$ cat src/rtl/kyber_arith_pkg.sv
// Shared Kyber arithmetic constants, default divider widths and divider FSM states.
package kyber_arith_pkg;

   localparam int unsigned KYBER_Q            = 3329;
   localparam int unsigned KYBER_COEFF_W      = 12;
   localparam int unsigned DEFAULT_DIVIDEND_W = 24;
   localparam int unsigned DEFAULT_DIVISOR_W  = KYBER_COEFF_W;

   typedef enum logic [1:0] {
      ST_IDLE = 2'd0,
      ST_RUN  = 2'd1,
      ST_DONE = 2'd2
   } div_state_e;

endpackage : kyber_arith_pkg

$ cat src/rtl/div_restoring_step.sv
// One radix-2 restoring step: shift in a dividend bit, compare and subtract.
module div_restoring_step #(
   parameter int unsigned DIVISOR_W = 12
) (
   input  logic [DIVISOR_W:0]   i_r,
   input  logic                 i_bit,
   input  logic [DIVISOR_W-1:0] i_d,
   output logic [DIVISOR_W:0]   o_r,
   output logic                 o_q
);

   localparam int unsigned RW = DIVISOR_W + 1;
   localparam int unsigned SW = DIVISOR_W + 2;

   logic [RW-1:0] w_t;
   logic [SW-1:0] w_sub;

   // Trial value drops the partial remainder's top bit, which is zero while R < D.
   assign w_t   = RW'({i_r, i_bit});
   // One extra bit so the borrow out doubles as the T >= D decision.
   assign w_sub = SW'(w_t) - SW'(i_d);
   assign o_q   = ~w_sub[SW-1];
   assign o_r   = o_q ? w_sub[RW-1:0] : w_t;

endmodule : div_restoring_step

$ cat src/rtl/seq_restoring_divider.sv
// Iterative unsigned restoring divider, one quotient bit per clock, valid/ready on both sides.
module seq_restoring_divider
   import kyber_arith_pkg::*;
#(
   parameter int unsigned DIVIDEND_W = DEFAULT_DIVIDEND_W,
   parameter int unsigned DIVISOR_W  = DEFAULT_DIVISOR_W
) (
   input  logic                  clk,
   input  logic                  reset,
   input  logic                  in_valid,
   output logic                  in_ready,
   input  logic [DIVIDEND_W-1:0] dividend,
   input  logic [DIVISOR_W-1:0]  divisor,
   output logic                  out_valid,
   input  logic                  out_ready,
   output logic [DIVIDEND_W-1:0] quotient,
   output logic [DIVISOR_W-1:0]  remainder,
   output logic                  div_by_zero
);

   localparam int unsigned CNT_W = (DIVIDEND_W > 1) ? $clog2(DIVIDEND_W) : 1;

   div_state_e            r_state;
   logic [DIVIDEND_W-1:0] r_q;
   logic [DIVISOR_W-1:0]  r_d;
   logic [DIVISOR_W:0]    r_r;
   logic [CNT_W-1:0]      r_cnt;
   logic                  r_in_ready;
   logic                  r_out_valid;
   logic [DIVIDEND_W-1:0] r_quotient;
   logic [DIVISOR_W-1:0]  r_remainder;
   logic                  r_dbz;

   logic [DIVISOR_W:0]    w_r_next;
   logic                  w_q_bit;
   logic [DIVIDEND_W-1:0] w_q_next;

   div_restoring_step #(
      .DIVISOR_W (DIVISOR_W)
   ) u_step (
      .i_r   (r_r),
      .i_bit (r_q[DIVIDEND_W-1]),
      .i_d   (r_d),
      .o_r   (w_r_next),
      .o_q   (w_q_bit)
   );

   // Dividend bits leave at the MSB while quotient bits enter at the LSB.
   assign w_q_next = {r_q[DIVIDEND_W-2:0], w_q_bit};

   // Control FSM and datapath registers; reset discards any in-flight division.
   always_ff @(posedge clk) begin
      if (reset) begin
         r_state     <= ST_IDLE;
         r_q         <= '0;
         r_d         <= '0;
         r_r         <= '0;
         r_cnt       <= '0;
         r_in_ready  <= 1'b1;
         r_out_valid <= 1'b0;
         r_quotient  <= '0;
         r_remainder <= '0;
         r_dbz       <= 1'b0;
      end else begin
         case (r_state)
            ST_IDLE: begin
               if (in_valid && r_in_ready) begin
                  r_q        <= dividend;
                  r_d        <= divisor;
                  r_r        <= '0;
                  r_cnt      <= CNT_W'(DIVIDEND_W - 1);
                  r_in_ready <= 1'b0;
                  if (divisor == '0) begin
                     r_state     <= ST_DONE;
                     r_out_valid <= 1'b1;
                     r_quotient  <= '1;
                     r_remainder <= '0;
                     r_dbz       <= 1'b1;
                  end else begin
                     r_state <= ST_RUN;
                  end
               end
            end
            ST_RUN: begin
               r_r <= w_r_next;
               r_q <= w_q_next;
               if (r_cnt == '0) begin
                  r_state     <= ST_DONE;
                  r_out_valid <= 1'b1;
                  r_quotient  <= w_q_next;
                  r_remainder <= DIVISOR_W'(w_r_next);
                  r_dbz       <= 1'b0;
               end else begin
                  r_cnt <= r_cnt - CNT_W'(1);
               end
            end
            ST_DONE: begin
               if (out_ready) begin
                  r_state     <= ST_IDLE;
                  r_out_valid <= 1'b0;
                  r_in_ready  <= 1'b1;
               end
            end
            default: begin
               r_state     <= ST_IDLE;
               r_in_ready  <= 1'b1;
               r_out_valid <= 1'b0;
            end
         endcase
      end
   end

   assign in_ready    = r_in_ready;
   assign out_valid   = r_out_valid;
   assign quotient    = r_quotient;
   assign remainder   = r_remainder;
   assign div_by_zero = r_dbz;

endmodule : seq_restoring_divider
$ cat config.mk
export PLATFORM = sky130hd
export DESIGN_NAME = seq_restoring_divider
export DESIGN_NICKNAME = d
export VERILOG_FILES = /design/src/rtl/kyber_arith_pkg.sv /design/src/rtl/div_restoring_step.sv /design/src/rtl/seq_restoring_divider.sv
export SDC_FILE = /design/constraint.sdc
export NUM_CORES = 1
export LEC_CHECK = 0
export BUFFER_PORTS_ARGS = -buffer_cell sky130_fd_sc_hd__buf_4
export CAP_MARGIN = 10
export CORE_AREA = 2 2 117 119
export CTS_CLUSTER_SIZE = 10
export DETAILED_ROUTE_END_ITERATION = 6
export DIE_AREA = 0 0 119 121
export SLEW_MARGIN = 20
export SYNTH_ARGS = -nofsm -noshare
export SYNTH_HDL_FRONTEND = slang
export SYNTH_SLANG_ARGS = --single-unit
$ cat constraint.sdc
create_clock -name clk -period 2.47 [get_ports clk]
set_input_delay 0.1235 -clock clk [delete_from_list [all_inputs] [get_ports clk]]
set_output_delay 0.1235 -clock clk [all_outputs]
set_load 0.01 [all_outputs]
==> results.md, run 1 <==
- Outcome: finished, final reports clean
- Area grow syn2layout: 23.60%
- Critical path type: flip-flop to flip-flop
- Die H: 121 µm
- H-tree depth: 3
- Origin of the worst min-delay path: divisor[11]
- # IOs: just under 80
- Root buffer cell: clkbuf_16
- Compound-Gate Fraction of Synth Area: 0.2499
- Mux share of post-synthesis cell area: 0
- Sum of negative setup slack: 0 ps
- Hold Path End: r_d[11]$_SDFFE_PP0P_
- CTS tree: built
- Simple-gate area share of the yosys netlist: 0.2153
- CP max FO: 6
- Worst Path Arrival: 2550 ps
- Final Util: 0.4347
- Final #Nets: between 600 and 700
- Post-synth EDFFs: 0
- DRT Pass-1 Iters: 4
- DR iter-0 viols: ~210
- Cts bufs inserted: 9
- CP endpoint kind: flip-flop
- Worst vdd ir: 504.3 µV
- Number of global-route vias before repair: 4049
- Synth Net Count: a little under 600
- Leak Pwr: between 2 and 2.5 nW
- Seq/Total Area, Yosys: 0.4089
- Place WS: 130.5 ps
- RSZ-0062 raised after global routing: no
- Slack of the critical path: 161.0 ps
- Vias per cell: 5.194
- Core Box Area: 0.01309 mm²
- Adder-Cell Fraction of Synth Area: 0.04241
- Largest family of logic cells by synthesized area: compound AO/OA/AOI/OAI gates
- Dpl cells: around 770
- DRC Markers: 0
- Clock sink count: 94
- Worst reg-to-reg path cell count: 8
- Max-slew headroom at the worst pin: 0.6068
- Initial Utilization: 0.3517
- Cells after synthesis: 533
- GP Congestion: 0.8684
- Least-Margin Pin Slew: between 500 and 600 ps
- Hold Path Stages: 3
- Worst r2r src: r_d[1]$_SDFFE_PP0P_
- Ratio of cells with drive above 1 in the final layout: 0.2586
- Clk buf depth: 2
- Footprint of the multi-input gates: roughly 0.0024 mm²
- Commonest cells after routing, fill and taps aside: 100 x nand2_1, 96 x buf_4, 94 x dfxtp_1, 60 x nor2_1
- Register area: 0.001882 mm²
- Yosys reg bits: 94
- Port Buffers: 78
- Post-Route WL: 12280 µm
- CP Launch Type: flip-flop
- Pins Over Slew Limit: 0
- Worst EP required: 2710 ps
- Tmin final: ~2300 ps
- Fillers: about 1300
- Final Non-Filler Cells: 783
- Clock Latency Late Sink: 350 ps
- Hold Violations, Final: 0
- Power Dens Cells: 1210 mW/mm²
- Hpwl dp: between 8000 and 9000 µm
- Initial antenna violation count: 0
- Worst Skew: 8.213 ps
- Vias post-DR: 4067
- CTS clk-pin slew, worst paths: roughly 70 ps
- Reg-to-reg slack, setup: 160 ps
- Tot GR Track Use: 0.1774
- Max_cap viols: 0
- Floorplan row count: 42
- WL/cell: around 16 µm
- Average size of a mapped cell: ~8.6 µm²
- Die area: 0.01440 mm²
- Xor-xnor portion of the synthesized cell area: 0.01713
- Commonest non-fill, non-tap cell in the layout: nand2_1
- First-pass GRT wire length: 20310 µm
- Post-synth ARST share: 0
- Routed Antenna Nets: 0
- Mapped Area: 0.004602 mm²
- Ant. Diodes: 0
- Highest Clock Rate: between 400 and 500 MHz
- Path category of the worst min-delay check: primary input to flip-flop
- Final setup vio count: 0
- Final period util: 0.9348
- Congestion Overflow GR: 0
- Largest net degree at the start of global routing: between 40 and 50
- Yosys cell types: 66
- Reg-to-reg endpoint: remainder[2]$_SDFFE_PP0P_
- Critical Path Start: r_d[1]$_SDFFE_PP0P_
- Die Wd: roughly 120 µm
- Top_reg_cell synth: dfxtp_1
- Yosys warnings: 0
## power breakdown
group          total [mW]  switching, mW  leakage (nW)  internal [mW]
Clock                1.46          0.615         0.153          0.849
Sequential           1.95          0.186         0.768           1.77
Combinational        3.47           2.10          1.38           1.37
## sequential cells by signal, indices dropped and copies added (netlist names)
register     cells
in_ready         1
quotient        24
remainder       12
r_q             24
r_state          2
div_by_zero      1
r_cnt            5
r_d             12
out_valid        1
r_r             12
## cell usage after synthesis (2+ instances only)
cell type,instances,area (µm²)
nand4_1,8,50.05
a211o_1,2,17.52
nand3_1,7,35.03
dfxtp_1,94,1882
o211ai_1,7,52.55
a211oi_2,22,275.3
nor2_2,2,12.51
clkbuf_1,17,63.81
nand2_1,100,375.4
o2111ai_1,3,26.28
buf_2,11,55.05
a311oi_1,23,201.4
nor3_1,12,60.06
o31ai_1,9,67.56
nand2b_1,3,18.77
nor2_1,60,225.2
a21o_1,7,52.55
or3_1,3,18.77
o21ai_0,6,30.03
nor4_1,3,18.77
buf_4,3,22.52
a21oi_1,24,120.1
a211oi_1,8,60.06
a311o_1,2,20.02
nand3b_1,2,15.01
xnor2_1,3,26.28
buf_1,2,7.510
buf_6,6,67.56
nor3_2,3,30.03
a32o_1,5,50.05
inv_1,20,75.07
ha_1,14,175.2
and2_1,3,18.77
a21oi_2,2,17.52
xor2_1,6,52.55
## logic make-up after synthesis
logic type | after synthesis
DFF | 94
buffers and inverters | 60
xor gates and xnor gates | 9
AOI/OAI and AO/OA | 136
adders and majority gates | 15
and+or+nand+nor | 219
## metrics by stage
| step | hold slack, ps | area, µm² | total power [mW] |
|---|---|---|---|
| after floorplan | 259.5 | 4602 | 4.409 |
| after global placement | 388.4 | 5360 | 5.330 |
| after detailed placement | 392.4 | 5360 | 5.369 |
| after CTS | 20.47 | 5677 | 6.851 |
| after global routing | 26.40 | 5688 | 7.355 |
| final | 26.10 | 5688 | 6.885 |
## area by class of cell
class | count | share of cell area
well taps | 176 | 0.03872
flip-flops and latches | 94 | 0.3308
clock buffers | 11 | 0.04443
clock inverters | 5 | 0.01122
inverters | 20 | 0.01320
multi-input cells | 379 | 0.4278
repair buffers | 98 | 0.1337
## timing repair
action                                 4_1_cts  5_1_grt
setup endpoints to repair                    0        8
hold buffers                                 0        0
resized for setup                            0        2
buffers inserted                             0        0
endpoints found under the hold margin        0        0
## routing by layer
metal / global-route usage / part of all wire / vias up
li1: - / - / 2045
met1: 0.2185 / 0.46 / 1918
met2: 0.3028 / 0.47 / 93
met3: 0.04323 / 0.058 / 11
met4: 0.06101 / 0.011 / 0
met5: 0 / 0 / -
## critical path: stages (launching register included)
cell       delay [ps]
dfxtp_1           380
inv_1              70
ha_1              290
nor2b_4           130
o2111ai_1         380
a211o_1           270
a21oi_4           100
or3_1             340
a32o_1            250
## worst max-delay path by stage
stage / end / slack, ps
floorplan: remainder[10]$_SDFFE_PP0P_ / 320
global placement: r_q[0]$_SDFFE_PP0P_ / 210
detailed placement: r_q[0]$_SDFFE_PP0P_ / 130
CTS: r_r[6]$_SDFFE_PP0P_ / 110
global route: remainder[11]$_SDFFE_PP0P_ / 20
finish: remainder[2]$_SDFFE_PP0P_ / 160
Power figures use the tool's default switching activity.
==> inputs of run 2 (changes only) <==
Settings changed: BUFFER_PORTS_ARGS -buffer_cell sky130_fd_sc_hd__buf_4 to not set, DONT_BUFFER_PORTS set to 1.
==> results.md, run 2 (synthesis gave the netlist of run 1 again) <==
- Clock power frac: 0.229
- Outcome: finished, final reports clean
- # IOs: 79
- Hold Path Stages: 2
- CP Cell Sequence: inv_1, ha_1, a21o_1, a21o_1, a31oi_4, a21oi_4, or3_1, a32o_1
- CTS tree: built
- Port Buffers: 0
- Initial Utilization: 0.3517
- Root buffer cell: clkbuf_16
- Fillers: around 1300
- Hold_ws: just under 40 ps
- Hpwl dp: a little over 8000 µm
- Slowest-stage cell, CP: ha_1
- Ant. Diodes: 0
- Cts bufs inserted: 9
- Die Wd: 119 µm
- Cell-internal power: 3.990 mW
- Area grow syn2layout: 19.77%
- Highest Clock Rate: 427.9 MHz
- Sw Ratio: 0.4182
- Pins Over Slew Limit: 0
- Path category of the worst min-delay check: primary input to flip-flop
- Floorplan row count: 42
- Initial antenna violation count: 0
- Reg power frac: 0.291
- Hold Violations, Final: 0
- Max-slew headroom at the worst pin: 0.5162
- Origin of the worst min-delay path: out_ready
- Worst vdd ir: roughly 620 µV
- Final setup vio count: 0
- GP Congestion: around 0.90
- Tot GR Track Use: 0.1740
- Final #Nets: slightly above 600
- First-pass GRT wire length: 19890 µm
- Least-Margin Pin Slew: a little over 700 ps
- Routed Antenna Nets: 0
- Worst r2r src: r_d[6]$_SDFFE_PP0P_
- Ratio of cells with drive above 1 in the final layout: 0.1398
- DRT Pass-1 Iters: 5
- Reg-to-reg endpoint: remainder[2]$_SDFFE_PP0P_
- Largest net degree at the start of global routing: 70
- Tmin final: 2337 ps
- Post-Route WL: between 10000 and 15000 µm
- CP max FO: 7
- Congestion Overflow GR: 0
- CP endpoint kind: flip-flop
- Critical path type: flip-flop to flip-flop
- Leak Pwr: 2.072 nW
- Clock Latency Late Sink: 350 ps
- Worst Path Arrival: 2580 ps
- Vias per cell: 5.408
- Commonest cells after routing, fill and taps aside: 100 x nand2_1, 94 x dfxtp_1, 60 x nor2_1, 38 x dlygate4sd3_1
- Critical Path Most Common Cell: a21o_1
- Clk buf depth: 2
- RSZ-0062 raised after global routing: yes
- Die H: 121 µm
- Comb pwr share: 0.480
- Final period util: 0.9462
- Worst reg-to-reg path cell count: 8
- Die area: 0.01440 mm²
- DR iter-0 viols: 239
- Worst EP required: 2710 ps
- Hold Path End: r_state[0]$_SDFFE_PP0P_
- H-tree depth: 3
- Psw: 2.868 mW
- Final Util: 0.4212
- Vias post-DR: 4007
- Reg-to-reg slack, setup: 130 ps
- DRC Markers: 0
- CP Launch Type: flip-flop
- Clock sink count: 94
- Commonest non-fill, non-tap cell in the layout: nand2_1
- Max_cap viols: 0
- Worst path max stage delay: between 300 and 400 ps
- Worst Skew: 6.510 ps
- CTS clk-pin slew, worst paths: 70 ps
- WL/cell: roughly 16 µm
- Core Box Area: 0.01309 mm²
- Sum of negative setup slack: 0 ps
- Number of global-route vias before repair: 3931
- Power Dens Cells: 1244 mW/mm²
[run 2: worst max-delay path, delay by kind of cell, from the launching register on]
kind,cells,cell delay (ps)
AND/OR/NAND/NOR,1,340
adder cells (fa/ha/maj),1,360
AO/OA/AOI/OAI,5,1130
buffers and inverters,1,60
flip-flops,1,340
[run 2: how the worst max path moves through the flow]
stage / startpoint / end / slack (ps) / cells after the start
2_1_floorplan: r_q[23]$_SDFFE_PP0P_ / remainder[10]$_SDFFE_PP0P_ / 320 / 9
3_3_place_gp: r_q[23]$_SDFFE_PP0P_ / r_r[10]$_SDFFE_PP0P_ / 80 / 9
3_5_place_dp: r_d[1]$_SDFFE_PP0P_ / remainder[5]$_SDFFE_PP0P_ / 50 / 9
4_1_cts: r_d[1]$_SDFFE_PP0P_ / remainder[5]$_SDFFE_PP0P_ / 10 / 9
5_1_grt: r_d[1]$_SDFFE_PP0P_ / r_r[8]$_SDFFE_PP0P_ / -30 / 9
6_report: r_d[6]$_SDFFE_PP0P_ / remainder[2]$_SDFFE_PP0P_ / 130 / 8
[run 2: metrics by stage]
step                cells  area (µm²)  total power, mW  setup slack, ps
floorplan             533        4602            4.409            315.3
global placement      684        4730            4.968            76.93
detailed placement    684        4730            5.015            45.64
CTS                   739        5474            6.681            11.53
global route          741        5512            7.309           -27.98
finish                741        5512            6.858            133.0
[run 2: area by class of cell]
class / instances / area [µm²] / share of cell area
Multi-Input combinational cell: 379 / 2450 / 0.4445
Sequential cell: 94 / 1882 / 0.3414
Timing Repair Buffer: 56 / 548.0 / 0.09943
Clock buffer: 10 / 239.0 / 0.04336
Tap cell: 176 / 220.2 / 0.03995
Clock inverter: 6 / 97.59 / 0.01771
Inverter: 20 / 75.07 / 0.01362
[run 2: repair_timing]
action,4_1_cts,5_1_grt
endpoints found under the setup margin,0,22
gates resized for setup,0,4
buffers inserted,0,2
hold endpoints to repair,69,0
hold buffers,39,0
[run 2: metal layers]
metal / share of wire / global-route usage
met3: 0.073 / 0.04464
met2: 0.47 / 0.2834
met5: 0 / 0
met4: 0.025 / 0.07664
met1: 0.43 / 0.2176
[run 2: power groups by stage]
stage	Clock [mW]	Combinational (mW)	Sequential [mW]
floorplan	0	2.45	1.96
global placement	0	2.95	2.02
detailed placement	0	2.99	2.02
CTS	1.60	3.08	1.99
global route	1.65	3.63	2.02
finish	1.57	3.29	1.99
